==> src/rtl/xbar_wr_arbiter.sv <==
// Slave-side round-robin write arbiter for the cross bar: grants one master, forwards its write, acks it.
// Optional slave-ack watchdog compiled in with XBAR_WR_ARB_TIMEOUT_EN.
module xbar_wr_arbiter #(
   parameter int AWIDTH         = 32,
   parameter int DWIDTH         = 32,
   parameter bit SLAVE_ID       = 1'b0,
   parameter int TIMEOUT_CYCLES = 255
) (
   input  logic              aclk,
   input  logic              aresetn,
   input  logic              m0_req,
   input  logic              m0_sel,
   input  logic [AWIDTH-1:0] m0_addr,
   input  logic [DWIDTH-1:0] m0_wdata,
   output logic              m0_ack,
   input  logic              m1_req,
   input  logic              m1_sel,
   input  logic [AWIDTH-1:0] m1_addr,
   input  logic [DWIDTH-1:0] m1_wdata,
   output logic              m1_ack,
   output logic              s_req,
   output logic [AWIDTH-1:0] s_addr,
   output logic [DWIDTH-1:0] s_wdata,
   input  logic              s_ack,
   output logic              grant,
   output logic              busy,
   output logic              s_err
);

   localparam logic [1:0] ST_IDLE      = 2'd0;
   localparam logic [1:0] ST_WAIT_SACK = 2'd1;
   localparam logic [1:0] ST_ACK_OUT   = 2'd2;
   localparam logic [1:0] ST_RELEASE   = 2'd3;

   logic [1:0]        state_q, state_d;
   logic              prio_q, prio_d;
   logic              grant_q, grant_d;
   logic              s_req_q, s_req_d;
   logic [AWIDTH-1:0] s_addr_q, s_addr_d;
   logic [DWIDTH-1:0] s_wdata_q, s_wdata_d;
   logic              m0_ack_q, m0_ack_d;
   logic              m1_ack_q, m1_ack_d;
   logic              busy_q, busy_d;
   logic              elig0, elig1;
   logic              win;
   logic              sack_path;

`ifdef XBAR_WR_ARB_TIMEOUT_EN
   localparam int CNT_W = $clog2(TIMEOUT_CYCLES + 1);
   localparam logic [CNT_W-1:0] CNT_LAST = CNT_W'(TIMEOUT_CYCLES - 1);

   logic [CNT_W-1:0] cnt_q, cnt_d;
   logic             s_err_q, s_err_d;
`endif

   assign elig0 = m0_req && (m0_sel == SLAVE_ID);
   assign elig1 = m1_req && (m1_sel == SLAVE_ID);

   always_comb begin
      state_d   = state_q;
      prio_d    = prio_q;
      grant_d   = grant_q;
      s_req_d   = s_req_q;
      s_addr_d  = s_addr_q;
      s_wdata_d = s_wdata_q;
      m0_ack_d  = 1'b0;
      m1_ack_d  = 1'b0;
      win       = prio_q;
      sack_path = 1'b0;
`ifdef XBAR_WR_ARB_TIMEOUT_EN
      cnt_d     = cnt_q;
      s_err_d   = s_err_q;
`endif
      case (state_q)
         ST_IDLE: begin
            if (elig0 || elig1) begin
               // Pointer only breaks ties; a lone eligible master always wins.
               win       = (elig0 && elig1) ? prio_q : elig1;
               grant_d   = win;
               s_addr_d  = win ? m1_addr : m0_addr;
               s_wdata_d = win ? m1_wdata : m0_wdata;
               s_req_d   = 1'b1;
               state_d   = ST_WAIT_SACK;
`ifdef XBAR_WR_ARB_TIMEOUT_EN
               cnt_d     = '0;
`endif
            end
         end
         ST_WAIT_SACK: begin
            sack_path = s_ack;
`ifdef XBAR_WR_ARB_TIMEOUT_EN
            cnt_d = cnt_q + 1'b1;
            // A genuine s_ack on the terminal cycle wins over the watchdog.
            if (!s_ack && (cnt_q == CNT_LAST)) begin
               sack_path = 1'b1;
               s_err_d   = 1'b1;
            end
`endif
            if (sack_path) begin
               s_req_d   = 1'b0;
               s_addr_d  = '0;
               s_wdata_d = '0;
               m0_ack_d  = ~grant_q;
               m1_ack_d  = grant_q;
               state_d   = ST_ACK_OUT;
            end
         end
         ST_ACK_OUT: begin
            prio_d  = ~grant_q;
            state_d = ST_RELEASE;
         end
         default: begin
            // Hold until the served master withdraws, so its old request is not re-granted.
            if (!(grant_q ? m1_req : m0_req)) begin
               state_d = ST_IDLE;
            end
         end
      endcase
      busy_d = (state_d != ST_IDLE);
   end

   always_ff @(posedge aclk) begin
      if (!aresetn) begin
         state_q   <= ST_IDLE;
         prio_q    <= 1'b0;
         grant_q   <= 1'b0;
         s_req_q   <= 1'b0;
         s_addr_q  <= '0;
         s_wdata_q <= '0;
         m0_ack_q  <= 1'b0;
         m1_ack_q  <= 1'b0;
         busy_q    <= 1'b0;
`ifdef XBAR_WR_ARB_TIMEOUT_EN
         cnt_q     <= '0;
         s_err_q   <= 1'b0;
`endif
      end else begin
         state_q   <= state_d;
         prio_q    <= prio_d;
         grant_q   <= grant_d;
         s_req_q   <= s_req_d;
         s_addr_q  <= s_addr_d;
         s_wdata_q <= s_wdata_d;
         m0_ack_q  <= m0_ack_d;
         m1_ack_q  <= m1_ack_d;
         busy_q    <= busy_d;
`ifdef XBAR_WR_ARB_TIMEOUT_EN
         cnt_q     <= cnt_d;
         s_err_q   <= s_err_d;
`endif
      end
   end

   assign s_req   = s_req_q;
   assign s_addr  = s_addr_q;
   assign s_wdata = s_wdata_q;
   assign m0_ack  = m0_ack_q;
   assign m1_ack  = m1_ack_q;
   assign grant   = grant_q;
   assign busy    = busy_q;
`ifdef XBAR_WR_ARB_TIMEOUT_EN
   assign s_err   = s_err_q;
`else
   assign s_err   = 1'b0;
`endif

endmodule

==> config.mk <==
export PLATFORM = sky130hd
export DESIGN_NAME = xbar_wr_arbiter
export DESIGN_NICKNAME = d
export VERILOG_FILES = /design/src/rtl/xbar_wr_arbiter.sv
export SDC_FILE = /design/constraint.sdc
export NUM_CORES = 1
export LEC_CHECK = 0
export CORE_ASPECT_RATIO = 0.75
export CORE_MARGIN = 3
export CORE_UTILIZATION = 36
export DETAILED_ROUTE_END_ITERATION = 7
export HOLD_SLACK_MARGIN = 0.03
export PLACE_DENSITY_LB_ADDON = 0.05
export SLEW_MARGIN = 5
export SYNTH_ARGS = -nofsm -noshare
export SYNTH_HDL_FRONTEND = slang
export SYNTH_SLANG_ARGS = --single-unit
==> constraint.sdc <==
create_clock -name aclk -period 2 [get_ports aclk]
set_input_delay 0.4 -clock aclk [delete_from_list [all_inputs] [get_ports aclk]]
set_output_delay 0.4 -clock aclk [all_outputs]
set_load 0.005 [all_outputs]
==> results.toml <==
[cts]
worstSkewPairLatency_ns = 0.32
ctsResizeCount = 0
hold_buffers = 0
cts_tree = "done"
cts.clk_slew.worst_paths_ns = 0.06
clock_sinks = 72
cts_buffers = 9
htreeDepth = 3
postCtsSetupRepairBufs = 0
clockRootBuffer = "clkbuf_16"
clockBufferDepth = 2

[timing]
tightest_slew_ns = 0.690
fin_skew_ns = 0.00801
tns_ns = 0
slew_viol_final = 0
fin_crit_sh = 0.918
rsz0062_at_grt = "false"
setup_viol = 0
period_minus_slack_ns = 1.84
worst_slew_margin_rel = 0.540
fmax_mhz = 545
hold_viol = 0

[routing]
drc_errors = 0
routedWlPerCell_um = 16.6
drtPass1Iterations = 4
routed_wl_mm = 10.6
routed_via_density = 5.20
antenna_left = 0
via_count = 3306
drt_iter0_markers = 80

[outcome]
status = "complete, no violations"

[worst_setup_path]
path_cells = "clkdlybuf4s50_1, nand2b_1, a211o_2, or2_2, buf_12, o21ai_0"
max_stage_delay_ns = 0.49
crit_path_end = "s_addr[4]$_SDFFE_PN0P_"
cp_data_arrival_time_ns = 2.08
critical-path-slowest-cell = "clkdlybuf4s50_1"
start_kind = "input pin"
r2r_end = "s_addr[4]$_SDFFE_PN0P_"
cp_num_buf_inv = 2
ff2ff_path_depth = 4
crit_type = "in2reg"
worst_ep_required_time_ns = 2.25
r2r_slack_ns = 0.48
timing.critical_path.from = "m0_req"
reg2reg_from = "state_q[1]$_SDFF_PN0_"
endpoint_kind = "flop"
cpLargestDelayFamily = "buffers and inverters"
cp_max_fo = 33
crit_cells = 6

[final_layout]
layout.area.seq_um2 = 1440
drive_gt1_frac = 0.0678
area_delta_synth_final_pct = 79.0
final_util = 0.689
antenna_cells = 0
stdcell_count = 636
n_fill_cell = 661
fin_area_um2 = 5670
nets = 661
multi_input_area_um2 = 1530

[power]
p_seq_frac = 0.365
clockPowerShare = 0.419
power_w = 0.00446
p_int_w = 0.00343
switching_power_w = 0.00103
sw_frac_of_total = 0.230
p_comb_frac = 0.216
p_leak_nw = 2.05
ir_worst_vdd_uv = 490
p_per_area_nw_per_um2 = 787

[grt]
grt_pass1_vias = 3209
grt_util_all_layers = 0.207
antenna_found_initial = 0
grt_overflow = 0
grt_first_pass_wirelength_mm = 16.2
grt_max_degree = 65

[logic_synthesis]
synth-adder-area-share = 0
synth_seq_cells = 72
yosysWarnings = 0
synth_mux_area_frac = 0.205
synth_fp_nets = 467
synth_top_area_frac = 0.455
async_flop_share = 0
synth_ff_type = "dfxtp_1"
synth_area_leader_cell = "dfxtp_1"
synth_compound_area_frac = 0.117
ys_seq_area_frac = 0.455
synth_edf_count = 0
ys_types = 24
synthSimpleGateAreaFrac = 0.156
syn_area_um2 = 3170
avgSynthCellArea_um2 = 9.55
synth_xor_area_frac = 0
synth_top_family_by_area = "multiplexers"
synth_cells = 332
yosys-top-cells-area = "dfxtp_1 45%, mux2i_1 21%, nand4_1 13%"

[place]
place_area_um2 = 5320
hpwl_mm = 7.83
gp_congestion = 0.787
dp.cells = 620
place.port_buffers = 203

[floorplanning]
die_w_um = 114
start_util = 0.385
dieHeight_um = 87.3
core_area_um2 = 8230
pin_count = 205
dieArea_um2 = 9980
num_rows = 28

[job]
cap_violations = 0

[worst_hold_path]
min_path_type = "reg2reg"
[placed cells by master, fill, tap and decap left out, drive strengths merged, types with 2 or more instances in the layout]
master,instances
nand2,3
buf,17
bufinv,3
mux2i,65
o21ai,65
nand2b,3
dfxtp,72
nor2,9
nand4,64
clkdlybuf4s50,202
a21oi,4
clkinv,2
clkbuf,11
nor3,2
[cell families after synthesis]
| kind of cell | after synthesis |
|---|---|
| compound gates | 72 |
| other cells | 1 |
| flops | 72 |
| mux | 65 |
| simple gates | 84 |
| buf+inv | 38 |
[through the flow]
| stage | setup slack (ns) | hold WS, ns |
|---|---|---|
| 6_report | 0.165 | 0.460 |
| 5_1_grt | 0.0844 | 0.474 |
| 4_1_cts | 0.158 | 0.461 |
| 3_5_place_dp | -0.161 | 0.453 |
| 3_3_place_gp | -0.0792 | 0.443 |
| 2_1_floorplan | 0.424 | 0.453 |
[tightest hold or removal path, delay by kind of cell (launching register included)]
kind / cells / cell delay, ns
AND/OR/NAND/NOR: 1 / 0.06
AO/OA/AOI/OAI: 1 / 0.05
flip-flops: 1 / 0.30
[power groups by stage]
stage	clock network, W	logic [W]	registers, W
CTS	0.00189	0.000975	0.00163
finish	0.00187	0.000966	0.00163
global route	0.00196	0.00104	0.00165
global placement	0	0.000954	0.00165
detailed placement	0	0.000971	0.00166
floorplan	0	0.000348	0.00166
[worst min path at each step]
stage / from / to / slack [ns] / cells past startpoint
finish: s_wdata[12]$_SDFFE_PN0P_ / s_wdata[12]$_SDFFE_PN0P_ / 0.46 / 2
detailed placement: s_addr[0]$_SDFFE_PN0P_ / s_addr[0]$_SDFFE_PN0P_ / 0.45 / 2
global route: s_wdata[11]$_SDFFE_PN0P_ / s_wdata[11]$_SDFFE_PN0P_ / 0.47 / 2
floorplan: s_req$_SDFFE_PN0P_ / s_req$_SDFFE_PN0P_ / 0.45 / 2
global placement: s_req$_SDFFE_PN0P_ / s_req$_SDFFE_PN0P_ / 0.44 / 2
CTS: s_addr[0]$_SDFFE_PN0P_ / s_addr[0]$_SDFFE_PN0P_ / 0.46 / 2
[layout make-up]
type                            count  area share
Tap cell                          105      0.0232
Multi-Input combinational cell    222       0.269
Sequential cell                    72       0.254
Clock buffer                       11      0.0446
Timing Repair Buffer              219       0.390
Clock inverter                      5      0.0181
Inverter                            2     0.00132
[synth_stat cells, types with 2 or more instances]
cell type and instances:
buf_1 7, dfxtp_1 72, nand2_1 3, mux2i_1 65
nor3_1 2, nor2_1 9, o21ai_0 5, a21oi_1 4
buf_4 3, buf_2 8, nand4_1 64, buf_6 6
o21ai_1 60, clkbuf_1 12, nand2b_1 3
[layer usage]
| metal | global-route usage | vias to the layer above | part of all wire |
|---|---|---|---|
| li1 | - | 1629 | - |
| met1 | 0.246 | 1542 | 0.40 |
| met2 | 0.363 | 130 | 0.51 |
| met3 | 0.0681 | 5 | 0.093 |
| met4 | 0.0464 | 0 | 0.0044 |
| met5 | 0 | - | 0 |
[state kept, by name, indices dropped and copies added (netlist names)]
name and count:
busy 1, grant 1, m0_ack 1, m1_ack 1
prio_q 1, s_addr 32, s_req 1, s_wdata 32
state_q 2
Note: power is estimated with default switching activity, not from simulation.
